## src/rtl/sync_fifo_param_if.sv

```systemverilog
// Handshake/status bundle between a producer/consumer pair and sync_fifo_param.
// The producer/consumer side uses the master modport, the FIFO uses slave.
interface sync_fifo_param_if #(
  parameter int DATA_W = 8,
  parameter int DEPTH  = 8
);
  localparam int CNT_W = $clog2(DEPTH) + 1;

  logic              wr_en;
  logic [DATA_W-1:0] data_in;
  logic              rd_en;
  logic              clr_err;
  logic [DATA_W-1:0] data_out;
  logic              valid;
  logic              full;
  logic              empty;
  logic              almost_full;
  logic              almost_empty;
  logic [CNT_W-1:0]  count;
  logic              overflow;
  logic              underflow;

  modport master (
    output wr_en, data_in, rd_en, clr_err,
    input  data_out, valid, full, empty, almost_full, almost_empty,
           count, overflow, underflow
  );

  modport slave (
    input  wr_en, data_in, rd_en, clr_err,
    output data_out, valid, full, empty, almost_full, almost_empty,
           count, overflow, underflow
  );
endinterface

```

## src/rtl/sync_fifo_param.sv

```systemverilog
// Parametrised single-clock FIFO with occupancy count, almost-full/empty
// thresholds, sticky overflow/underflow flags and a selectable standard or
// first-word-fall-through read port. All outputs are registered and reflect
// the post-edge state.
module sync_fifo_param #(
  parameter int DATA_W   = 8,
  parameter int DEPTH    = 8,
  parameter int AF_LEVEL = 6,
  parameter int AE_LEVEL = 2,
  parameter int FWFT     = 0
) (
  input logic              clk,
  input logic              rst,
  sync_fifo_param_if.slave bus
);
  localparam int PTR_W = $clog2(DEPTH);
  localparam int CNT_W = PTR_W + 1;
  localparam logic [CNT_W-1:0] DEPTH_C = CNT_W'(DEPTH);
  localparam logic [CNT_W-1:0] AF_C    = CNT_W'(AF_LEVEL);
  localparam logic [CNT_W-1:0] AE_C    = CNT_W'(AE_LEVEL);

  logic [DATA_W-1:0] mem_q [DEPTH];

  logic [PTR_W-1:0]  wr_ptr_q, wr_ptr_d;
  logic [PTR_W-1:0]  rd_ptr_q, rd_ptr_d;
  logic [CNT_W-1:0]  count_q, count_d;
  logic              full_q, full_d;
  logic              empty_q, empty_d;
  logic              afull_q, afull_d;
  logic              aempty_q, aempty_d;
  logic              ovf_q, ovf_d;
  logic              unf_q, unf_d;
  logic              valid_q, valid_d;
  logic [DATA_W-1:0] dout_q, dout_d;
  logic              wr_acc, rd_acc;

  // Next-state: accept decisions on pre-edge flags, then pointers, count,
  // flags derived from the new count, sticky errors and the read port.
  always_comb begin
    wr_acc   = bus.wr_en && !full_q;
    rd_acc   = bus.rd_en && !empty_q;
    wr_ptr_d = wr_acc ? wr_ptr_q + 1'b1 : wr_ptr_q;
    rd_ptr_d = rd_acc ? rd_ptr_q + 1'b1 : rd_ptr_q;
    count_d  = count_q;
    case ({wr_acc, rd_acc})
      2'b10:   count_d = count_q + 1'b1;
      2'b01:   count_d = count_q - 1'b1;
      default: count_d = count_q;
    endcase
    full_d   = (count_d == DEPTH_C);
    empty_d  = (count_d == '0);
    afull_d  = (count_d >= AF_C);
    aempty_d = (count_d <= AE_C);
    // A new error in the same cycle wins over clr_err.
    ovf_d    = (bus.wr_en && full_q)  || (ovf_q && !bus.clr_err);
    unf_d    = (bus.rd_en && empty_q) || (unf_q && !bus.clr_err);
    valid_d  = 1'b0;
    dout_d   = dout_q;
    if (FWFT != 0) begin
      valid_d = !empty_d;
      if (!empty_d) begin
        // The new head may be the word being written this very edge (write
        // into an empty FIFO, or pop of the last word alongside a write).
        if (wr_acc && (rd_ptr_d == wr_ptr_q)) dout_d = bus.data_in;
        else                                 dout_d = mem_q[rd_ptr_d];
      end
    end else begin
      if (rd_acc) begin
        valid_d = 1'b1;
        dout_d  = mem_q[rd_ptr_q];
      end
    end
  end

  // Storage array: written on accepted writes only, never reset.
  always_ff @(posedge clk) begin
    if (wr_acc) mem_q[wr_ptr_q] <= bus.data_in;
  end

  // Control and output registers with synchronous reset.
  always_ff @(posedge clk) begin
    if (rst) begin
      wr_ptr_q <= '0;
      rd_ptr_q <= '0;
      count_q  <= '0;
      full_q   <= 1'b0;
      empty_q  <= 1'b1;
      afull_q  <= (AF_LEVEL == 0);
      aempty_q <= 1'b1;
      ovf_q    <= 1'b0;
      unf_q    <= 1'b0;
      valid_q  <= 1'b0;
      dout_q   <= '0;
    end else begin
      wr_ptr_q <= wr_ptr_d;
      rd_ptr_q <= rd_ptr_d;
      count_q  <= count_d;
      full_q   <= full_d;
      empty_q  <= empty_d;
      afull_q  <= afull_d;
      aempty_q <= aempty_d;
      ovf_q    <= ovf_d;
      unf_q    <= unf_d;
      valid_q  <= valid_d;
      dout_q   <= dout_d;
    end
  end

  assign bus.data_out     = dout_q;
  assign bus.valid        = valid_q;
  assign bus.full         = full_q;
  assign bus.empty        = empty_q;
  assign bus.almost_full  = afull_q;
  assign bus.almost_empty = aempty_q;
  assign bus.count        = count_q;
  assign bus.overflow     = ovf_q;
  assign bus.underflow    = unf_q;
endmodule
```

## src/flat_wrapper.sv

```systemverilog
// flat-port wrapper written by rule: the top's interface ports become plain ports
module sync_fifo_param_flat 
#(
  parameter int DATA_W   = 8,
  parameter int DEPTH    = 8,
  parameter int AF_LEVEL = 6,
  parameter int AE_LEVEL = 2,
  parameter int FWFT     = 0
)
  (clk, rst, bus_wr_en, bus_data_in, bus_rd_en, bus_clr_err, bus_data_out, bus_valid, bus_full, bus_empty, bus_almost_full, bus_almost_empty, bus_count, bus_overflow, bus_underflow);
  sync_fifo_param_if #(.DATA_W(DATA_W), .DEPTH(DEPTH)) bus_i ();
  input logic clk;
  input logic rst;
  input wire logic [$bits(bus_i.wr_en)-1:0] bus_wr_en;
  input wire logic [$bits(bus_i.data_in)-1:0] bus_data_in;
  input wire logic [$bits(bus_i.rd_en)-1:0] bus_rd_en;
  input wire logic [$bits(bus_i.clr_err)-1:0] bus_clr_err;
  output wire logic [$bits(bus_i.data_out)-1:0] bus_data_out;
  output wire logic [$bits(bus_i.valid)-1:0] bus_valid;
  output wire logic [$bits(bus_i.full)-1:0] bus_full;
  output wire logic [$bits(bus_i.empty)-1:0] bus_empty;
  output wire logic [$bits(bus_i.almost_full)-1:0] bus_almost_full;
  output wire logic [$bits(bus_i.almost_empty)-1:0] bus_almost_empty;
  output wire logic [$bits(bus_i.count)-1:0] bus_count;
  output wire logic [$bits(bus_i.overflow)-1:0] bus_overflow;
  output wire logic [$bits(bus_i.underflow)-1:0] bus_underflow;
  assign bus_i.wr_en = bus_wr_en;
  assign bus_i.data_in = bus_data_in;
  assign bus_i.rd_en = bus_rd_en;
  assign bus_i.clr_err = bus_clr_err;
  assign bus_data_out = bus_i.data_out;
  assign bus_valid = bus_i.valid;
  assign bus_full = bus_i.full;
  assign bus_empty = bus_i.empty;
  assign bus_almost_full = bus_i.almost_full;
  assign bus_almost_empty = bus_i.almost_empty;
  assign bus_count = bus_i.count;
  assign bus_overflow = bus_i.overflow;
  assign bus_underflow = bus_i.underflow;
  sync_fifo_param #(.DATA_W(DATA_W), .DEPTH(DEPTH), .AF_LEVEL(AF_LEVEL), .AE_LEVEL(AE_LEVEL), .FWFT(FWFT)) u_core (.clk(clk), .rst(rst), .bus(bus_i));
endmodule
```

## config.mk

```make
export PLATFORM = sky130hd
export DESIGN_NAME = sync_fifo_param_flat
export DESIGN_NICKNAME = d
export VERILOG_FILES = /design/src/rtl/sync_fifo_param_if.sv /design/src/rtl/sync_fifo_param.sv /design/src/flat_wrapper.sv
export SDC_FILE = /design/constraint.sdc
export NUM_CORES = 1
export LEC_CHECK = 0
export ABC_AREA = 1
export CAP_MARGIN = 20
export CORE_MARGIN = 1.5
export CORE_UTILIZATION = 57
export CTS_BUF_LIST = sky130_fd_sc_hd__clkbuf_16
export DETAILED_ROUTE_END_ITERATION = 10
export PLACE_DENSITY = 0.77
export SYNTH_ARGS = -nofsm -noshare
export SYNTH_HDL_FRONTEND = slang
export SYNTH_SLANG_ARGS = --single-unit
```

## constraint.sdc

```tcl
create_clock -name clk -period 2.6 [get_ports clk]
set_clock_uncertainty 0.05 [all_clocks]
set_input_delay 0.65 -clock clk [delete_from_list [all_inputs] [get_ports clk]]
set_output_delay 0.65 -clock clk [all_outputs]
set_load 0.005 [all_outputs]
```

# Word level (Yosys, flattened, before mapping)

Memories as Yosys holds them, arrays and structs flattened. A register that Yosys moved wholly into a read port is not among the register bits.
Index checks and enable logic that the tools add are counted.

Register bits after elaboration: 17
Bits in writable memories: 64
Input port bits: 13
Output and inout port bits: 19
Logic and storage cells: 36
Memories kept: 1

$add $sub $neg: 4
$lt $le $gt $ge: 2
Eq/ne operators: 3
Mux-type cells: 4
Reductions and logical operators: 12

Memory list:

| name         | depth | bits a word | rd ports | clocked after Yosys merged registers in | wr ports | RTL line              | source |
|---|---|---|---|---|---|---|---|
| u_core.mem_q | 8     | 8           | 1        | 1                                       | 1        | sync_fifo_param.sv:22 | `logic [DATA_W-1:0] mem_q [DEPTH];` |

Operator list:

| cell                                                            | count |
|---|---|
| case mux 4 bit (2 select lines)                                 | 1 |
| adder 3 x 1 -> 3 bit (second input constant)                    | 2 |
| logical AND 1 bit                                               | 6 |
| adder 4 x 1 -> 4 bit (second input constant)                    | 1 |
| == test 4 bit (second input constant)                           | 1 |
| >= comparator 4 x 3 -> 1 bit (second input constant)            | 1 |
| less-or-equal comparator 4 x 2 -> 1 bit (second input constant) | 1 |
| logical NOT 4 bit                                               | 1 |
| subtractor 4 x 1 -> 4 bit (second input constant)               | 1 |
| logical NOT 1 bit                                               | 3 |
| 2-to-1 mux 1 bit                                                | 3 |
| == test 2 x 1 -> 1 bit (second input constant)                  | 1 |
| == test 2 bit (second input constant)                           | 1 |
| logical OR 1 bit                                                | 2 |

# Depth between registers and ports, before layout

Gate-level depths: netlist of the first run.

Depth after elaboration: 5
Gate-level depth with buffers: 18
Gate-level depth less buffers: 18

# Least setup slack after synthesis of the first run

OpenSTA, ideal clock, no wires.

Kind: in2reg
Start: input bus_rd_en
End: register u_core.empty_q, in the netlist u_core.bus.empty
Setup time: 0.108 ns
Data arrival time: 2.149 ns
Required time: 2.442 ns
Setup slack: 0.293 ns
Stages on the path: 18
Path buffers: 1
Cells stage by stage: inv_1 > nor2_1 > buf_2 > ha_1 > nand2_1 > inv_2 > nor2_2 > ha_1 > inv_1 > nand2_1 > inv_1 > nand2_1 > nand3_1 > nand2_1 > nand2_1 > nand2_1 > nand2_1 > inv_2

Cells in the longest elaborated chain, start to end: 4
Elaborated cells between the ends (all ways): 5
Classes of those cells: eq/ne (2); mux (1); reduce/logical (2)

RTL lines:

| item                                                    | RTL line              | source |
|---|---|---|
| from (decl)                                             | flat_wrapper.sv:16    | `input wire logic [$bits(bus_i.rd_en)-1:0] bus_rd_en;` |
| logical AND 1 bit *                                     | sync_fifo_param.sv:41 | `rd_acc = bus.rd_en && !empty_q;` |
| net u_core.rd_acc                                       | sync_fifo_param.sv:35 | `logic wr_acc, rd_acc;` |
| == test 2 x 1 -> 1 bit or == test 2 bit (tied branches) | sync_fifo_param.sv:45 | `case ({wr_acc, rd_acc})` |
| case mux 4 bit (2 select lines) *                       | sync_fifo_param.sv:45 |  |
| logical NOT 4 bit *                                     | sync_fifo_param.sv:51 | `empty_d = (count_d == '0);` |
| to (signal assigned)                                    | sync_fifo_param.sv:99 | `empty_q <= empty_d;` |
| to (decl)                                               | sync_fifo_param.sv:28 | `logic empty_q, empty_d;` |

The timed path passes the listed nets; every way through them passes the cells marked *.
A chain may end at the register's enable or synchronous reset.

# Worst setup path in the final report of the first run

Start: input bus_wr_en
End: register u_core.empty_q, in the netlist u_core.bus.empty

Cells in the longest elaborated chain, start to end: 4
Elaborated cells between the ends (all ways): 5
Classes of those cells: eq/ne (2); mux (1); reduce/logical (2)

RTL lines:

| item                                                    | RTL line              | source |
|---|---|---|
| from (decl)                                             | flat_wrapper.sv:14    | `input wire logic [$bits(bus_i.wr_en)-1:0] bus_wr_en;` |
| logical AND 1 bit *                                     | sync_fifo_param.sv:40 | `wr_acc = bus.wr_en && !full_q;` |
| == test 2 x 1 -> 1 bit or == test 2 bit (tied branches) | sync_fifo_param.sv:45 |  |
| case mux 4 bit (2 select lines) *                       | sync_fifo_param.sv:45 |  |
| logical NOT 4 bit *                                     | sync_fifo_param.sv:51 |  |

Every way passes the cells marked *; elsewhere a longest branch is shown, timed or not.

==> results of run 1 <==
-- where the power goes --
group | leakage [uW] | switching, uW | total [uW] | internal, uW
combinational | 0.000716 | 638 | 1140 | 498
sequential | 0.000787 | 84.9 | 1770 | 1690
clock | 0.000157 | 517 | 1360 | 841
total | 0.00166 | 1240 | 4270 | 3030
-- flip-flops by register name (all words and copies together), names as in the netlist --
signal and cells:
u_core.bus.underflow 1, u_core.bus.almost_full 1, u_core.bus.almost_empty 1, u_core.bus.empty 1, u_core.mem_q 64, u_core.bus.data_out 8, u_core.bus.count 4, u_core.bus.overflow 1
u_core.bus.valid 1, u_core.wr_ptr_q 3, u_core.bus.full 1, u_core.rd_ptr_q 3
-- layout by cell type (no fill, tap or decap) --
cell and instances:
buf_4 22, o211ai_1 16, clkbuf_16 9, inv_2 9
nor2_2 11, nand3_2 1, a21oi_1 11, nand2_1 47
nand2_2 1, clkdlybuf4s50_1 31, clkinv_4 1, nor2_1 58
xnor2_1 2, inv_4 1, o21ai_0 26, a21oi_2 6
dfxtp_1 25, o21ai_1 18, clkinv_2 1, ha_1 5
inv_6 1, edfxtp_1 64, inv_1 14, bufinv_16 2
clkinvlp_4 1, nand3_1 6
-- per-layer routing --
layer  routed length (um)  GRT usage, %  vias to the layer above
met3                  445          5.17                        8
li1                     -             -                     1247
met5                    0             0                        -
met4                   70          8.18                        0
met1                 2920          28.3                     1151
met2                 3450          34.9                       75
-- cell families (layout without fill, tap and decap cells) --
kind of cell    after synthesis  count (layout)  share of synthesized area (%)
simple gates                124             124                           14.0
flops                        89              89                           66.6
compound gates               77              77                           12.3
buf+inv                      37              92                           4.95
fa+ha+maj                     5               5                           1.72
xor+xnor                      2               2                          0.481
-- worst max path at each step --
stage / end / cells past startpoint
after floorplan: u_core.bus.empty$_SDFF_PP1_ / 18
after global placement: u_core.bus.empty$_SDFF_PP1_ / 18
after detailed placement: u_core.bus.empty$_SDFF_PP1_ / 18
after CTS: u_core.bus.empty$_SDFF_PP1_ / 18
after global routing: u_core.bus.empty$_SDFF_PP1_ / 18
final: u_core.bus.empty$_SDFF_PP1_ / 18
-- stage by stage --
stage | utilization [%] | hold WS (ns) | total power (uW) | instance area (um^2) | TNS (ns)
2_1_floorplan | - | 0.405 | 2490 | 3640 | 0
3_3_place_gp | 68.3 | 0.399 | 2900 | 4120 | -0.0323
3_5_place_dp | 68.3 | 0.406 | 2940 | 4120 | -0.279
4_1_cts | 73.6 | 0.415 | 4290 | 4440 | 0
5_1_grt | 73.6 | 0.446 | 4500 | 4440 | 0
6_report | 73.6 | 0.411 | 4270 | 4440 | 0
-- critical path, delay by kind of cell --
family,cells,cell delay (ns)
adders and majority gates,2,0.40
buffers and inverters,6,0.71
and+or+nand+nor,10,0.78
-- area by class of cell --
type	count	area (um^2)
Sequential cell	89	2420
Inverter	23	88.8
Timing Repair Buffer	53	475
Clock inverter	7	93.8
Multi-Input combinational cell	208	1040
Fill cell	420	1590
Clock buffer	9	225
Tap cell	75	93.8
==> flow_summary.ini, run 1 <==
[floorplanning]
dieHeight_um = 82.9
io_pins = 32
fp-row-count = 28
die_w_um = 82.9
core-area_um2 = 6030
fp.dieArea_um2 = 6870
start_util_pct = 60.4

[timing]
period_needed_ns = 2.35
worstMarginPinSlew_ns = 0.477
finalMaxSlewViolations = 0
fmax_mhz = 425
rsz0062_at_grt = false
slew_headroom_pct = 68.1
fin_ws_ns = 0.246
final-setup-viol-count = 0
finalHoldViolations = 0
period_share_pct = 90.5

[logic_synthesis]
synthTopCellsByArea = edfxtp_1 (53%), dfxtp_1 (14%), nor2_1 (6.0%)
synth_edf_count = 64
yosysUniqueCellTypes = 23
synth_top_cell_by_area = edfxtp_1
synth.most_common_cell = edfxtp_1
syn_area_per_cell_um2 = 10.9
synthArstFlopShare_pct = 0
synthFlopType = edfxtp_1
yosysSeqAreaShare_pct = 66.6
yosys-top-cells-count = edfxtp_1 (64), nor2_1 (58), nand2_1 (47)
synth_top_area_share_pct = 52.8
synth.cell_area_um2 = 3640
yosysWarnings = 0
ys_ff_latch = 89
synth_nets = 352
synthCells = 334

[finish]
diodes = 0
nNetsFinal = 402
area_delta_synth_final_pct = 21.9
final_cells = 464
drive_above_1_share_pct = 17.0

[setup_path]
path_max_fanout = 3
r2r-end = u_core.bus.empty$_SDFF_PP1_
critical_path_class = in -> reg
rr_startpoint = u_core.bus.full$_SDFF_PP0_
startpoint_type = primary input
cpMostUsedCell = nand2_1
rrSetupSlack_ns = 0.75
cp_slowest_stage_delay_ns = 0.49
crit_path_cell_trace = clkdlybuf4s50_1 > inv_2 > nor2_1 > inv_2 > ha_1 > nor2_1 > nor2_2 > ha_1 > inv_1 > nand2_1 > inv_1 > nand2_1 > nand3_1 > nand2_1 > nand2_1 > nand2_1 > nand2_1 > inv_2
endpoint_kind = flip-flop
critPathRequiredTime_ns = 2.79
startpoint = bus_wr_en
critPathSlowestCell = clkdlybuf4s50_1
rr_worst_depth = 16
cp.arrival_ns = 2.54

[global_routing]
first_global_vias = 2368
grt_pass1_wl_um = 11400
grt_max_degree = 35
track_usage_pct = 21.5
antenna_found_initial = 0
grt_remaining_overflow = 0

[routing]
wirelength_um = 6890
drt_iter0_markers = 171
drt.antenna.violating_nets = 0
drt_drc_violations_left = 0
routed-via-count = 2481
drt-wirelength-per-cell_um = 14.8
via_per_inst = 5.35
firstDrtPassIters = 4

[place]
place.gp.congestion = 0.854
pre_cts_slack_ns = -0.0923
dp_hpwl_um = 4530
portBuffers = 31
dpl.cell_count = 448

[cts]
path_clk_slew_ns = 0.06
cts_resized = 0
cts_root_buf = clkbuf_16
cts.sinks = 89
htree_levels = 3
post_cts_buffers = 0
cts_buffers = 9
tritoncts = built
cts.path.max_buffers = 2
ctsHoldBuffers = 0
clk-insertion-delay-late_ns = 0.33

[worst_hold_path]
hold_depth = 2
worstHoldStart = u_core.bus.underflow$_SDFF_PP0_
min_path_type = reg -> reg
whs_endpoint = u_core.bus.underflow$_SDFF_PP0_

[pwr]
ir_drop_uv = 600
p_per_area_nw_per_um2 = 961
leakagePower_uw = 0.00166

[run_status]
status = finished, final reports clean

[run]
drv_cap = 0
No activity file was read; power rests on OpenSTA's default activity.
==> run 2: changes to the inputs <==
Settings changed: CORE_ASPECT_RATIO set to 0.6, CORE_MARGIN 1.5 to 3.
==> run 2 against run 1 <==
Cell area fell by 0.73%. Cell count increased by 1.1%. Sequential power increased by 2%. Sequential cell count unchanged. Non-clock buffer count unchanged. Critical endpoint unchanged. Critical path depth is the same. Global-route usage grew 1.4 points. Sequential share of layout area rose by 0.40 points. Largest cell class unchanged. Clock power shrank 14%.
==> flow_summary.ini, run 2 (same netlist as run 1, synthesis figures left out) <==
[global_routing]
track_usage_pct = 22.9
first_global_vias = 2395
grt_pass1_wl_um = 12100
grt_max_degree = 35
antenna_found_initial = 0
grt_remaining_overflow = 0

[pwr]
ir_drop_uv = 601
p_per_area_nw_per_um2 = 929
finalPower_uw = 4090
leakagePower_uw = 0.00165

[cts]
clk-insertion-delay-late_ns = 0.33
tritoncts = built
cts.path.max_buffers = 2
ctsHoldBuffers = 0
cts_root_buf = clkbuf_16
cts_buffers = 9
path_clk_slew_ns = 0.06
cts_resized = 0
cts.sinks = 89
post_cts_buffers = 0
htree_levels = 3

[routing]
firstDrtPassIters = 4
routed-via-count = 2535
via_per_inst = 5.41
drt-wirelength-per-cell_um = 16.5
drt_drc_violations_left = 0
wirelength_um = 7730
drt_iter0_markers = 220
drt.antenna.violating_nets = 0

[timing]
rsz0062_at_grt = false
finalMaxSlewViolations = 0
finalHoldViolations = 0
worstMarginPinSlew_ns = 0.547
final-setup-viol-count = 0
period_share_pct = 91.7
period_needed_ns = 2.38
fin_ws_ns = 0.215
slew_headroom_pct = 63.5
fmax_mhz = 419

[place]
dpl.cell_count = 453
place.gp.congestion = 0.845
portBuffers = 31
dp_hpwl_um = 5220
pre_cts_slack_ns = -0.110

[floorplanning]
die_w_um = 109
io_pins = 32
fp-row-count = 21
start_util_pct = 62.1
dieHeight_um = 67.9
core-area_um2 = 5860
fp.dieArea_um2 = 7410

[setup_path]
endpoint_kind = flip-flop
cpMostUsedCell = nand2_1
critPathRequiredTime_ns = 2.77
rrSetupSlack_ns = 0.70
critPathSlowestCell = clkdlybuf4s50_1
startpoint_type = primary input
rr_worst_depth = 16
rr_startpoint = u_core.bus.full$_SDFF_PP0_
cp.arrival_ns = 2.56
r2r-end = u_core.bus.empty$_SDFF_PP1_
critical_path_class = in -> reg
path_max_fanout = 3
crit_path_cell_trace = clkdlybuf4s50_1 > inv_2 > nor2_2 > inv_2 > ha_1 > nor2_1 > nor2_2 > ha_1 > inv_1 > nand2_1 > inv_1 > nand2_1 > nand3_1 > nand2_1 > nand2_1 > nand2_1 > nand2_1 > inv_2
cp_slowest_stage_delay_ns = 0.49

[finish]
nNetsFinal = 402
final_cells = 469
regMostFlops = u_core.mem_q
final_common_cell = edfxtp_1
largest_reg_flops = 64
area_delta_synth_final_pct = 21.0
fill_cells = 410
final_cell_mix = edfxtp_1 (64), nor2_1 (57), nand2_1 (47), clkdlybuf4s50_1 (31), o21ai_0 (26)
drive_above_1_share_pct = 16.5
diodes = 0

[run]
drv_cap = 0

[worst_hold_path]
worstHoldStart = u_core.bus.underflow$_SDFF_PP0_
whs_endpoint = u_core.bus.underflow$_SDFF_PP0_
min_path_type = reg -> reg
hold_depth = 2

[run_status]
status = finished, final reports clean
## run 2: cell type report
type | instances | area, um^2 | share of cell area [%]
Clock inverter | 6 | 27.5 | 0.625
Inverter | 23 | 88.8 | 2.02
Multi-Input combinational cell | 208 | 1040 | 23.6
Clock buffer | 10 | 250 | 5.68
Tap cell | 80 | 100 | 2.27
Sequential cell | 89 | 2420 | 55.0
Timing Repair Buffer | 53 | 475 | 10.8
## run 2: layer usage
layer,GRT usage [%],share of wire [%]
met1,31.3,46
met2,33.9,45
met4,8.03,0.97
met5,0,0
met3,8.67,8.6
## run 2: metrics by stage
stage,hold slack [ns],util (%),area (um^2),TNS [ns]
detailed placement,0.416,70.4,4120,-0.267
global placement,0.399,70.4,4120,-0.109
global route,0.443,75.2,4400,0
CTS,0.426,75.1,4400,0
floorplan,0.405,-,3640,0
finish,0.429,75.2,4400,0
## run 2: worst max-delay path by stage
stage              start                          end  slack [ns]  cells after the start
5_1_grt        bus_wr_en  u_core.bus.empty$_SDFF_PP1_        0.05                     18
3_3_place_gp   bus_wr_en  u_core.bus.empty$_SDFF_PP1_       -0.05                     18
2_1_floorplan  bus_rd_en  u_core.bus.empty$_SDFF_PP1_        0.29                     18
4_1_cts        bus_wr_en  u_core.bus.empty$_SDFF_PP1_        0.22                     18
6_report       bus_wr_en  u_core.bus.empty$_SDFF_PP1_        0.22                     18
3_5_place_dp   bus_wr_en  u_core.bus.empty$_SDFF_PP1_       -0.11                     18
## run 2: power by group
part	switching (uW)	internal (uW)	leakage [uW]
registers	120	1690	0.000787
logic	637	474	0.000717
clock network	480	689	0.000149
## run 2: worst max-delay path: cells and delay by family
kind,cells,cell delay [ns]
buffers and inverters,6,0.72
AND/OR/NAND/NOR,10,0.77
adder cells (fa/ha/maj),2,0.40
==> run 3: changes to the inputs <==
Settings changed: CTS_CLUSTER_SIZE set to 40, SKIP_LAST_GASP set to 1.
==> results of run 3 <==
Final layout, timing and power as in run 2 (identical DEF).
